--- src/rtl/sc_encoder_pipe.sv ---
// sc_encoder_pipe: range encoder with a 2-entry output FIFO. Codes 1..MAX_CODE
//   pass through; codes above MAX_CODE give 0 and are flagged and counted.
// Latency: 1 cycle from accept to out_valid. Throughput: 1 beat/cycle.
// Backpressure: out_ready=0 holds the head stable; the skid register absorbs
//   one more beat, then in_ready drops. in_ready depends only on registered state.
// Ports:
//   clk, resetn          clock, synchronous active-low reset
//   enable, in_valid, encoder_in, in_ready   input beat handshake (enable=0 -> 0)
//   out_valid, out_ready, binary_out, out_miss   output beat handshake
//   clear_count, miss_count   saturating count of accepted out-of-range codes
module sc_encoder_pipe #(
  parameter int IN_WIDTH  = 4,
  parameter int MAX_CODE  = 6,
  parameter int CNT_WIDTH = 8
) (
  input  logic                 clk,
  input  logic                 resetn,
  input  logic                 enable,
  input  logic                 in_valid,
  input  logic [IN_WIDTH-1:0]  encoder_in,
  output logic                 in_ready,
  output logic                 out_valid,
  input  logic                 out_ready,
  output logic [IN_WIDTH-1:0]  binary_out,
  output logic                 out_miss,
  input  logic                 clear_count,
  output logic [CNT_WIDTH-1:0] miss_count
);

  localparam logic [IN_WIDTH-1:0] MAX_C = IN_WIDTH'(MAX_CODE);

  typedef enum logic [1:0] {
    EMPTY = 2'd0,
    ONE   = 2'd1,
    FULL  = 2'd2
  } state_t;

  state_t                state_q;
  logic [IN_WIDTH-1:0]   head_dat_q;
  logic                  head_miss_q;
  logic [IN_WIDTH-1:0]   skid_dat_q;
  logic                  skid_miss_q;
  logic [CNT_WIDTH-1:0]  miss_count_q;

  logic [IN_WIDTH-1:0]   res_dat_d;
  logic                  res_miss_d;
  logic                  accept;
  logic                  deliver;

  // Handshake flags decode straight from the registered state.
  assign in_ready  = (state_q != FULL);
  assign out_valid = (state_q != EMPTY);
  assign accept    = in_valid && in_ready;
  assign deliver   = out_valid && out_ready;

  // Encode the incoming beat; code 0 falls through the pass-through branch as 0.
  always_comb begin
    res_dat_d  = '0;
    res_miss_d = 1'b0;
    if (enable) begin
      if (encoder_in > MAX_C) begin
        res_miss_d = 1'b1;
      end else begin
        res_dat_d = encoder_in;
      end
    end
  end

  always_ff @(posedge clk) begin
    if (!resetn) begin
      state_q     <= EMPTY;
      head_dat_q  <= '0;
      head_miss_q <= 1'b0;
      skid_dat_q  <= '0;
      skid_miss_q <= 1'b0;
    end else begin
      case (state_q)
        EMPTY: begin
          if (accept) begin
            head_dat_q  <= res_dat_d;
            head_miss_q <= res_miss_d;
            state_q     <= ONE;
          end
        end
        ONE: begin
          if (accept && deliver) begin
            // Head leaves and the new beat replaces it in the same cycle.
            head_dat_q  <= res_dat_d;
            head_miss_q <= res_miss_d;
          end else if (accept) begin
            skid_dat_q  <= res_dat_d;
            skid_miss_q <= res_miss_d;
            state_q     <= FULL;
          end else if (deliver) begin
            state_q     <= EMPTY;
          end
        end
        FULL: begin
          if (deliver) begin
            head_dat_q  <= skid_dat_q;
            head_miss_q <= skid_miss_q;
            state_q     <= ONE;
          end
        end
        default: state_q <= EMPTY;
      endcase
    end
  end

  // Counted at acceptance; clear wins over a same-cycle increment.
  always_ff @(posedge clk) begin
    if (!resetn) begin
      miss_count_q <= '0;
    end else if (clear_count) begin
      miss_count_q <= '0;
    end else if (accept && res_miss_d && (miss_count_q != {CNT_WIDTH{1'b1}})) begin
      miss_count_q <= miss_count_q + 1'b1;
    end
  end

  assign binary_out = head_dat_q;
  assign out_miss   = head_miss_q;
  assign miss_count = miss_count_q;

endmodule

--- config.mk ---
export PLATFORM = sky130hd
export DESIGN_NAME = sc_encoder_pipe
export DESIGN_NICKNAME = d
export VERILOG_FILES = /design/src/rtl/sc_encoder_pipe.sv
export SDC_FILE = /design/constraint.sdc
export NUM_CORES = 1
export LEC_CHECK = 0
export ABC_AREA = 1
export BUFFER_PORTS_ARGS = -buffer_cell sky130_fd_sc_hd__buf_2
export CORE_UTILIZATION = 40
export CTS_CLUSTER_SIZE = 16
export DETAILED_ROUTE_END_ITERATION = 12
export PLACE_DENSITY = 0.69
export SLEW_MARGIN = 0
export SYNTH_ARGS = -nofsm -noshare
export SYNTH_HDL_FRONTEND = slang
export SYNTH_SLANG_ARGS = --single-unit
export TNS_END_PERCENT = 50
--- constraint.sdc ---
create_clock -name clk -period 1.25 [get_ports clk]
set_input_delay 0.25 -clock clk [delete_from_list [all_inputs] [get_ports clk]]
set_output_delay 0.25 -clock clk [all_outputs]
set_load 0.05 [all_outputs]
==> results of run 1 <==
metrics by stage:
step           utilization (%)  setup WS [ns]  total power, mW  cell area (um2)
2_1_floorplan                -      -0.000851            0.799             1060
3_5_place_dp              53.3       -0.00884            0.854             1240
4_1_cts                   60.1        -0.0580             1.27             1390
6_report                  63.0        -0.0477             1.28             1460
5_1_grt                   63.0         -0.101             1.34             1460
3_3_place_gp              53.3        0.00439            0.850             1240
final cells by class:
cell class                      count  area (um2)
Clock buffer                        4        36.3
Tap cell                           28        35.0
Sequential cell                    20         423
Fill cell                         197         858
Multi-Input combinational cell    107         646
Timing Repair Buffer               37         262
Inverter                           15        58.8
state kept, by name, indices dropped and copies added, names as in the netlist:
| register | cells |
|---|---|
| binary_out | 4 |
| skid_miss_q | 1 |
| skid_dat_q | 4 |
| miss_count | 8 |
| out_miss | 1 |
| state_q | 2 |
layer usage:
metal  vias up  wire (um)  share of wire (%)
met3         2         80                3.2
met1       477       1190                 48
met5         -          0                  0
met4         0         29                1.2
met2        28       1210                 48
li1        554          -                  -
final timing paths:
path	from	end	slack [ns]
setup / recovery	state_q[1]	in_ready	-0.05
hold / removal	out_ready	state_q[1]	0.18
setup reg to reg	state_q[1]	miss_count[7]	-0.03
hold reg to reg	skid_dat_q[3]	skid_dat_q[3]	0.46
power by group:
group | leakage, nW | total, mW | internal, mW | switching (mW)
Combinational | 0.429 | 0.227 | 0.0866 | 0.141
Clock | 0.0210 | 0.389 | 0.178 | 0.211
Sequential | 0.168 | 0.663 | 0.648 | 0.0152
Total | 0.618 | 1.28 | 0.912 | 0.368
logic make-up after synthesis:
family	Yosys count	share of synthesized area, %
DFF	20	39.1
buffers and inverters	16	5.99
adders and majority gates	1	1.22
xor gates and xnor gates	3	2.57
and+or+nand+nor	80	38.3
AOI/OAI and AO/OA	23	12.8
timing repair:
item,CTS,global route
buffers inserted,9,2
setup endpoints to repair,15,22
gates resized for setup,24,18
gates cloned,0,0
pin swaps,5,9
synthesized netlist by cell type:
cell type and number:
a211oi_1 1, a21boi_4 1, a21oi_1 13, buf_2 1, dfxtp_1 20, ha_1 1, inv_1 12, inv_2 3
nand2_1 36, nand3_1 12, nand3_2 1, nand3b_1 1, nand4_1 4, nand4_4 1, nor2_1 15, nor2_2 3
nor2_4 1, nor3_1 1, nor3_4 1, o21ai_0 8, or2_0 4, xnor2_1 1, xor2_1 2
critical path, cell delays in order, from the launching register on:
cell     delay [ns]
dfxtp_4        0.40
inv_4          0.04
nor2_4         0.09
inv_2          0.06
buf_8          0.15
==> summary.txt, run 1 <==
Critical Path RT -> 1.00 ns
Initial DRC Count -> 29
Yosys warns -> 0
Placer Congestion -> 0.872
TritonCTS clock tree -> built
CP Capture Type -> output port
Initial antenna violation count -> 0
Slew Limit Fails -> 0
Root Buffer -> clkbuf_4
Worst Path Arrival -> 1.05 ns
Top Usage Layer GRT -> met2
Congestion Overflow GR -> 0
RSZ-0062 raised after global routing -> true
Routing usage on met2 -> 32.5%
Setup WS post-layout -> -0.0477 ns
Clk_lat worst skew -> 0.31 ns
Min Hold Slack -> 0.176 ns
Synth Instances -> 143
Setup Viol. Count Final -> 6
Core ar. -> 2320 um2
Max Fclk -> 771 MHz
Sequential share of the synthesized area -> 39.1%
Leak pwr -> 0.618 nW
Period Utilization, post-route -> 104%
Synthesized area -> 1020 um2
Number of H-tree levels -> 1
Clk buf depth -> 2
Met3 Use GR -> 4.06%
Worst Hold Path Cells -> 2
Slew of the pin with the lowest slew margin -> 0.371 ns
Area contributors post-synth -> dfxtp_1, nand2_1, a21oi_1
HP Class -> input port to register
Reg clk slew, reported paths -> 0.11 ns
Vias -> 1061
CTS buffer count -> 3
Min Tclk post-route -> 1.30 ns
Status -> complete, but fails checks
ANT nets after route -> 0
Die ar. -> 2770 um2
Routed WL -> 2.51 mm
Port Buf Inserts -> 24
Max-cap violation count -> 0
Die Y -> 52.6 um
Power Density -> 876 nW/um2
Drt first pass iters -> 4
HPWL Detailed -> 1.75 mm
Most common cell after layout, fill and taps aside -> nand2_1
Seq cells post-synth -> 20
Distinct cells, synth -> 23
Die width -> 52.6 um
Max-slew headroom -> 75.2%
Number of antenna diodes -> 0
VDD IR max -> 0.731 mV
First-pass GRT wire length -> 4.00 mm
Share of the synthesized area in the top cell type -> 39.1%
Crit path launch type -> register
Area delta synth->final -> 42.7%
Final #Nets -> 195
Fin. Hold Viols -> 0
Setup TNS -> -0.121 ns
Remaining DRCs -> 0
Most frequent cells in the layout -> nand2_1, buf_2, buf_4
Wire length per cell -> 11.9 um
Crit Path Max Fanout -> 3
GR Util All Layers -> 19.9%
Share of cells above drive strength 1 -> 45.9%
Vias in the first global route -> 947
Reg2Reg Depth -> 6
Failing checks -> negative setup slack
GR Layer Usage met1 -> 25.4%
# rows -> 17
Synthesized area per cell -> 7.16 um2
Clk_skew -> 0.00438 ns
Vias per inst -> 5.03
Syn Nets -> 154
Hold-fix buffers at CTS -> 0
DP Cell Count -> 197
Yosys top cell by area -> dfxtp_1
Setup CP Type -> register to output port
Starting Density -> 44.1%
Io pins -> 25
Final non-filler cell total -> 211
Largest net degree at the start of global routing -> 12
CTS sink cnt -> 20
Note: power is estimated with default switching activity, not from simulation.
==> inputs of run 2 (changes only) <==
Settings changed: CORE_ASPECT_RATIO set to 1.5, CORE_UTILIZATION 40 to 46, PLACE_DENSITY 0.69 to 0.77.
==> run 2 against run 1 <==
Compared with the run above:
- the flow still finishes with violations (negative setup slack)
- register-to-register slack improved by 0.05 ns
- core utilization increased by 5.6 points
- worst setup slack improved by 0.0028 ns
- critical path type unchanged
==> summary.txt, run 2 (synthesis gave the netlist of run 1 again) <==
Status -> complete, but fails checks
Failing checks -> negative setup slack
First-pass GRT wire length -> 4.01 mm (+0.33%)
Congestion Overflow GR -> 0 (unchanged)
Switch Pwr -> 0.346 mW (-5.8%)
Starting Density -> 49.9% (+5.7 points)
Setup WS post-layout -> -0.0449 ns (+0.00283 ns)
Min Tclk post-route -> 1.29 ns (-0.00283 ns)
Vias -> 1104 (+4.1%)
Area delta synth->final -> 37.5%
Critical Path RT -> 1.00 ns (about the same)
Setup Viol. Count Final -> 2 (-4)
Number of H-tree levels -> 1 (unchanged)
Most frequent cells in the layout -> nand2_1, buf_2, nand3_1, a21oi_1, nor2_1
Number of antenna diodes -> 0 (unchanged)
CP most frequent cell -> inv_2
Vias in the first global route -> 1025 (+8.2%)
Period Utilization, post-route -> 104% (-0.23 points)
Leak pwr -> 0.636 nW (+2.8%)
CP Capture Type -> output port
Combinational share of power -> 17.8% (about the same)
Layout filler cell count -> 174 (-12%)
Core ar. -> 2050 um2 (-11%)
Drt first pass iters -> 4 (unchanged)
Die width -> 40.5 um (-23%)
Sequential Area -> 425 um2 (+0.59%)
Min Hold Slack -> 0.156 ns (-0.0196 ns)
Max Fclk -> 772 MHz (+0.22%)
ANT nets after route -> 0 (unchanged)
Slew Limit Fails -> 0 (unchanged)
Initial DRC Count -> 27 (-6.9%)
Setup TNS -> -0.0743 ns (+0.0466 ns)
Flop pwr share -> 55.7% (+3.9 points)
Setup CP Type -> register to output port
Int Pwr -> 0.839 mW (-8.0%)
Area post-placement -> 1240 um2 (unchanged)
Slew of the pin with the lowest slew margin -> 0.384 ns (+0.0126 ns)
Wire length per cell -> 13.0 um (+9.2%)
Reg clk slew, reported paths -> 0.11 ns (about the same)
RSZ-0062 raised after global routing -> true
Overall power -> 1.19 mW (-7.4%)
CTS sink cnt -> 20 (unchanged)
Slowest cell on the critical path -> dfxtp_4
Max-cap violation count -> 0 (unchanged)
VDD IR max -> 0.881 mV (+21%)
Max-slew headroom -> 74.3% (-0.85 points)
Root Buffer -> clkbuf_4
GR Util All Layers -> 24.1% (+4.1 points)
Clk buf depth -> 2 (unchanged)
Initial antenna violation count -> 0 (unchanged)
Placer Congestion -> 0.785 (-10%)
Fin. Hold Viols -> 0 (unchanged)
Routed WL -> 2.64 mm (+5.1%)
Most common cell after layout, fill and taps aside -> nand2_1
Multi-input gate area -> 638 um2 (-1.2%)
TritonCTS clock tree -> built
# rows -> 20 (+3)
Die Y -> 59.8 um (+14%)
Io pins -> 25 (unchanged)
Die ar. -> 2420 um2 (-12%)
Worst-path cell chain -> inv_2, nor2_4, inv_2, buf_8
Crit path launch type -> register
Final #Nets -> 193 (-1.0%)
HPWL Detailed -> 1.92 mm (+9.9%)
Final instance area -> 1410 um2 (-3.6%)
Crit Path Max Fanout -> 4 (+1)
Number of flip-flops in the largest register -> 8 (unchanged)
Clk_lat worst skew -> 0.30 ns (about the same)
Worst Path Arrival -> 1.04 ns (about the same)
CTS buffer count -> 3 (unchanged)
Remaining DRCs -> 0 (unchanged)
CP peak stage delay -> 0.39 ns (about the same)
Power Density -> 842 nW/um2 (-3.9%)
Hold-fix buffers at CTS -> 0 (unchanged)
Share of cells above drive strength 1 -> 41.4% (-4.5 points)
Switching share of power -> 29.2% (+0.49 points)
Largest net degree at the start of global routing -> 12 (unchanged)
Port Buf Inserts -> 24 (unchanged)
Vias per inst -> 5.44 (+8.2%)
HP Class -> input port to register
Clk_skew -> 0.00108 ns (-0.00330 ns)
Power share of the clock group -> 26.5% (-3.9 points)
Final Core Density -> 68.6% (+5.6 points)
run 2: power groups by stage:
stage | registers (mW) | logic, mW | clock network [mW]
after floorplan | 0.699 | 0.0999 | 0
after global placement | 0.675 | 0.175 | 0
after detailed placement | 0.677 | 0.180 | 0
after CTS | 0.661 | 0.196 | 0.317
after global routing | 0.662 | 0.229 | 0.336
final | 0.661 | 0.211 | 0.314
run 2: final timing paths:
path                                    start       endpoint  slack [ns]  cells after the start
worst min register to register  skid_dat_q[3]  skid_dat_q[3]        0.45                      2
worst min-delay path                out_ready     state_q[1]        0.16                      2
worst max register to register  miss_count[0]  miss_count[2]        0.02                      7
worst max-delay path               state_q[1]       in_ready       -0.04                      4
run 2: cell type report:
type | instances | area share (%)
clock buffers | 3 | 1.60
well taps | 22 | 1.96
inverters | 15 | 4.00
repair buffers | 35 | 16.6
flip-flops and latches | 20 | 30.2
clock inverters | 1 | 0.267
multi-input cells | 107 | 45.3
run 2: per-layer routing:
| metal | global-route usage (%) | wire length (um) | share of wire, % | up-vias |
|---|---|---|---|---|
| li1 | - | - | - | 545 |
| met1 | 21.0 | 911 | 35 | 524 |
| met2 | 49.0 | 1590 | 60 | 29 |
| met3 | 3.35 | 99 | 3.8 | 6 |
| met4 | 8.57 | 44 | 1.7 | 0 |
| met5 | 0 | 0 | 0 | - |
run 2: what timing repair did:
| item | CTS | global route |
|---|---|---|
| gates cloned | 0 | 0 |
| resized for setup | 17 | 16 |
| buffers inserted | 5 | 2 |
| pin swaps | 4 | 14 |
| endpoints found under the setup margin | 11 | 20 |
run 2: critical path: cells and delay by family, from the launching register on:
kind                   cells  cell delay, ns
DFF                        1            0.39
and+or+nand+nor            1            0.09
buffers and inverters      3            0.26
run 2: per-stage QoR:
step,cells,worst slack [ns]
5_1_grt,203,-0.0701
2_1_floorplan,143,-0.000851
3_5_place_dp,192,-0.0432
4_1_cts,201,-0.0334
6_report,203,-0.0449
3_3_place_gp,192,0.0180
==> inputs of run 3 (changes only) <==
Settings changed: CAP_MARGIN set to 20, PLACE_DENSITY 0.77 to 0.75.
==> run 3 against run 2 <==
Compared with the run above:
- the flow still finishes with violations (negative setup slack)
- die area stayed put
- routed wire length fell by 7.1%
- count of clock-buffer cells in the layout is the same
- critical path type unchanged
- largest cell class unchanged
- maximum frequency grew 2.3%
- non-clock buffer count is the same
==> summary.txt, run 3 (synthesis gave the netlist of run 1 again) <==
Status -> complete, but fails checks
Failing checks -> negative setup slack
Power Density -> 825 nW/um2 (-2.0%)
Initial antenna violation count -> 0 (unchanged)
Max Fclk -> 790 MHz (+2.3%)
Number of antenna diodes -> 0 (unchanged)
Wire length per cell -> 12.1 um (-7.1%)
RSZ-0062 raised after global routing -> true
Die Y -> 59.8 um (unchanged)
Slew Limit Fails -> 0 (unchanged)
Number of H-tree levels -> 1 (unchanged)
Leak pwr -> 0.639 nW (+0.53%)
Reg clk slew, reported paths -> 0.10 ns (about the same)
Most common cell after layout, fill and taps aside -> nand2_1
Number of flip-flops in the largest register -> 8 (unchanged)
Final #Nets -> 193 (unchanged)
Slew of the pin with the lowest slew margin -> 0.293 ns (-0.0907 ns)
Vias -> 1036 (-6.2%)
ANT nets after route -> 0 (unchanged)
Initial DRC Count -> 12 (-56%)
Period Utilization, post-route -> 101% (-2.3 points)
Flop2flop setup slack -> -0.01 ns (-0.03 ns)
Clk_skew -> 0.00662 ns (+0.00554 ns)
R2r endpoint -> out_miss
Reg2Reg Depth -> 7 (unchanged)
TritonCTS clock tree -> built
Clk buf depth -> 2 (unchanged)
Die ar. -> 2420 um2 (unchanged)
Max-slew headroom -> 80.4% (+6.1 points)
Layout filler cell count -> 177 (+1.7%)
Placer Congestion -> 0.743 (-5.4%)
First-pass GRT wire length -> 3.79 mm (-5.5%)
# rows -> 20 (unchanged)
Routed WL -> 2.45 mm (-7.1%)
Starting Density -> 49.9% (unchanged)
Overall power -> 1.18 mW (-0.51%)
Final Core Density -> 69.6% (+1.0 points)
Setup TNS -> -0.0340 ns (+0.0403 ns)
Vias in the first global route -> 968 (-5.6%)
Io pins -> 25 (unchanged)
HP Class -> input port to register
Crit path launch type -> register
Remaining DRCs -> 0 (unchanged)
Congestion Overflow GR -> 0 (unchanged)
HPWL Detailed -> 1.77 mm (-8.1%)
Setup WS post-layout -> -0.0158 ns (+0.0291 ns)
Vias per inst -> 5.10 (-6.2%)
Hold-fix buffers at CTS -> 0 (unchanged)
Min Tclk post-route -> 1.27 ns (-0.0291 ns)
Share of cells above drive strength 1 -> 44.8% (+3.3 points)
GR Util All Layers -> 22.0% (-2.0 points)
Die width -> 40.5 um (unchanged)
Drt first pass iters -> 4 (unchanged)
CP Capture Type -> output port
Sequential Area -> 423 um2 (-0.59%)
Hold EP -> state_q[1]
Root Buffer -> clkbuf_4
Most frequent cells in the layout -> nand2_1, buf_2
Core ar. -> 2050 um2 (unchanged)
Multi-input gate area -> 659 um2 (+3.3%)
Clk_lat worst skew -> 0.29 ns (about the same)
CTS buffer count -> 3 (unchanged)
Worst Hold Path Cells -> 2 (unchanged)
Crit Path Max Fanout -> 4 (unchanged)
Worst Path Arrival -> 1.02 ns (-0.02 ns)
Pre-CTS WS -> -0.0468 ns (-0.00360 ns)
VDD IR max -> 0.691 mV (-22%)
Port Buf Inserts -> 24 (unchanged)
Fin. Hold Viols -> 0 (unchanged)
Max-cap violation count -> 0 (unchanged)
Largest net degree at the start of global routing -> 12 (unchanged)
CTS sink cnt -> 20 (unchanged)
Worst r2r src -> state_q[1]
Area delta synth->final -> 39.6%
Setup Viol. Count Final -> 3 (+1)
Critical Path RT -> 1.00 ns (about the same)
Hold path start -> out_ready
Setup CP Type -> register to output port
## run 3: report_power, final
part,total (mW),internal (mW),switching [mW]
Combinational,0.220,0.0806,0.139
Clock,0.298,0.116,0.182
Sequential,0.661,0.647,0.0141
## run 3: worst max-delay path, cell delays in order (launching register included)
cell and delay, ns:
dfxtp_4 0.40, inv_4 0.05, nor2_4 0.09, inv_2 0.05, buf_8 0.14
## run 3: worst max path at each step
stage | start | end | slack, ns | cells past startpoint
after floorplan | miss_count[0] | miss_count[6] | -0.0009 | 7
after global placement | miss_count[0] | miss_count[1] | 0.01 | 7
after detailed placement | miss_count[0] | miss_count[5] | -0.05 | 8
after CTS | state_q[1] | in_ready | -0.05 | 4
after global routing | state_q[1] | binary_out[0] | -0.07 | 7
final | state_q[1] | in_ready | -0.02 | 4
## run 3: final cells by class
type | count | area share, %
clock inverter | 1 | 0.263
inverter | 15 | 4.12
timing repair buffer | 35 | 16.4
sequential | 20 | 29.6
multi-input combinational | 107 | 46.1
clock buffer | 3 | 1.58
tap | 22 | 1.93
## run 3: per-stage QoR
stage	instances	hold WS [ns]	area (um2)
global placement	191	0.428	1230
CTS	197	0.148	1320
global route	203	0.161	1430
finish	203	0.180	1430
floorplan	143	0.328	1060
detailed placement	191	0.430	1230
## run 3: repair_timing
item,4_1_cts,5_1_grt
setup endpoints to repair,7,23
cloned,0,0
gates resized for setup,18,21
pin swaps,3,12
buffers inserted,2,6
## run 3: layer usage
layer	wire length, um	GRT usage (%)	vias up	part of all wire (%)
met3	69	3.72	2	2.8
met2	1380	42.2	17	56
met4	13	5.71	0	0.53
li1	-	-	545	-
met5	0	0	-	0
met1	992	22.6	472	40
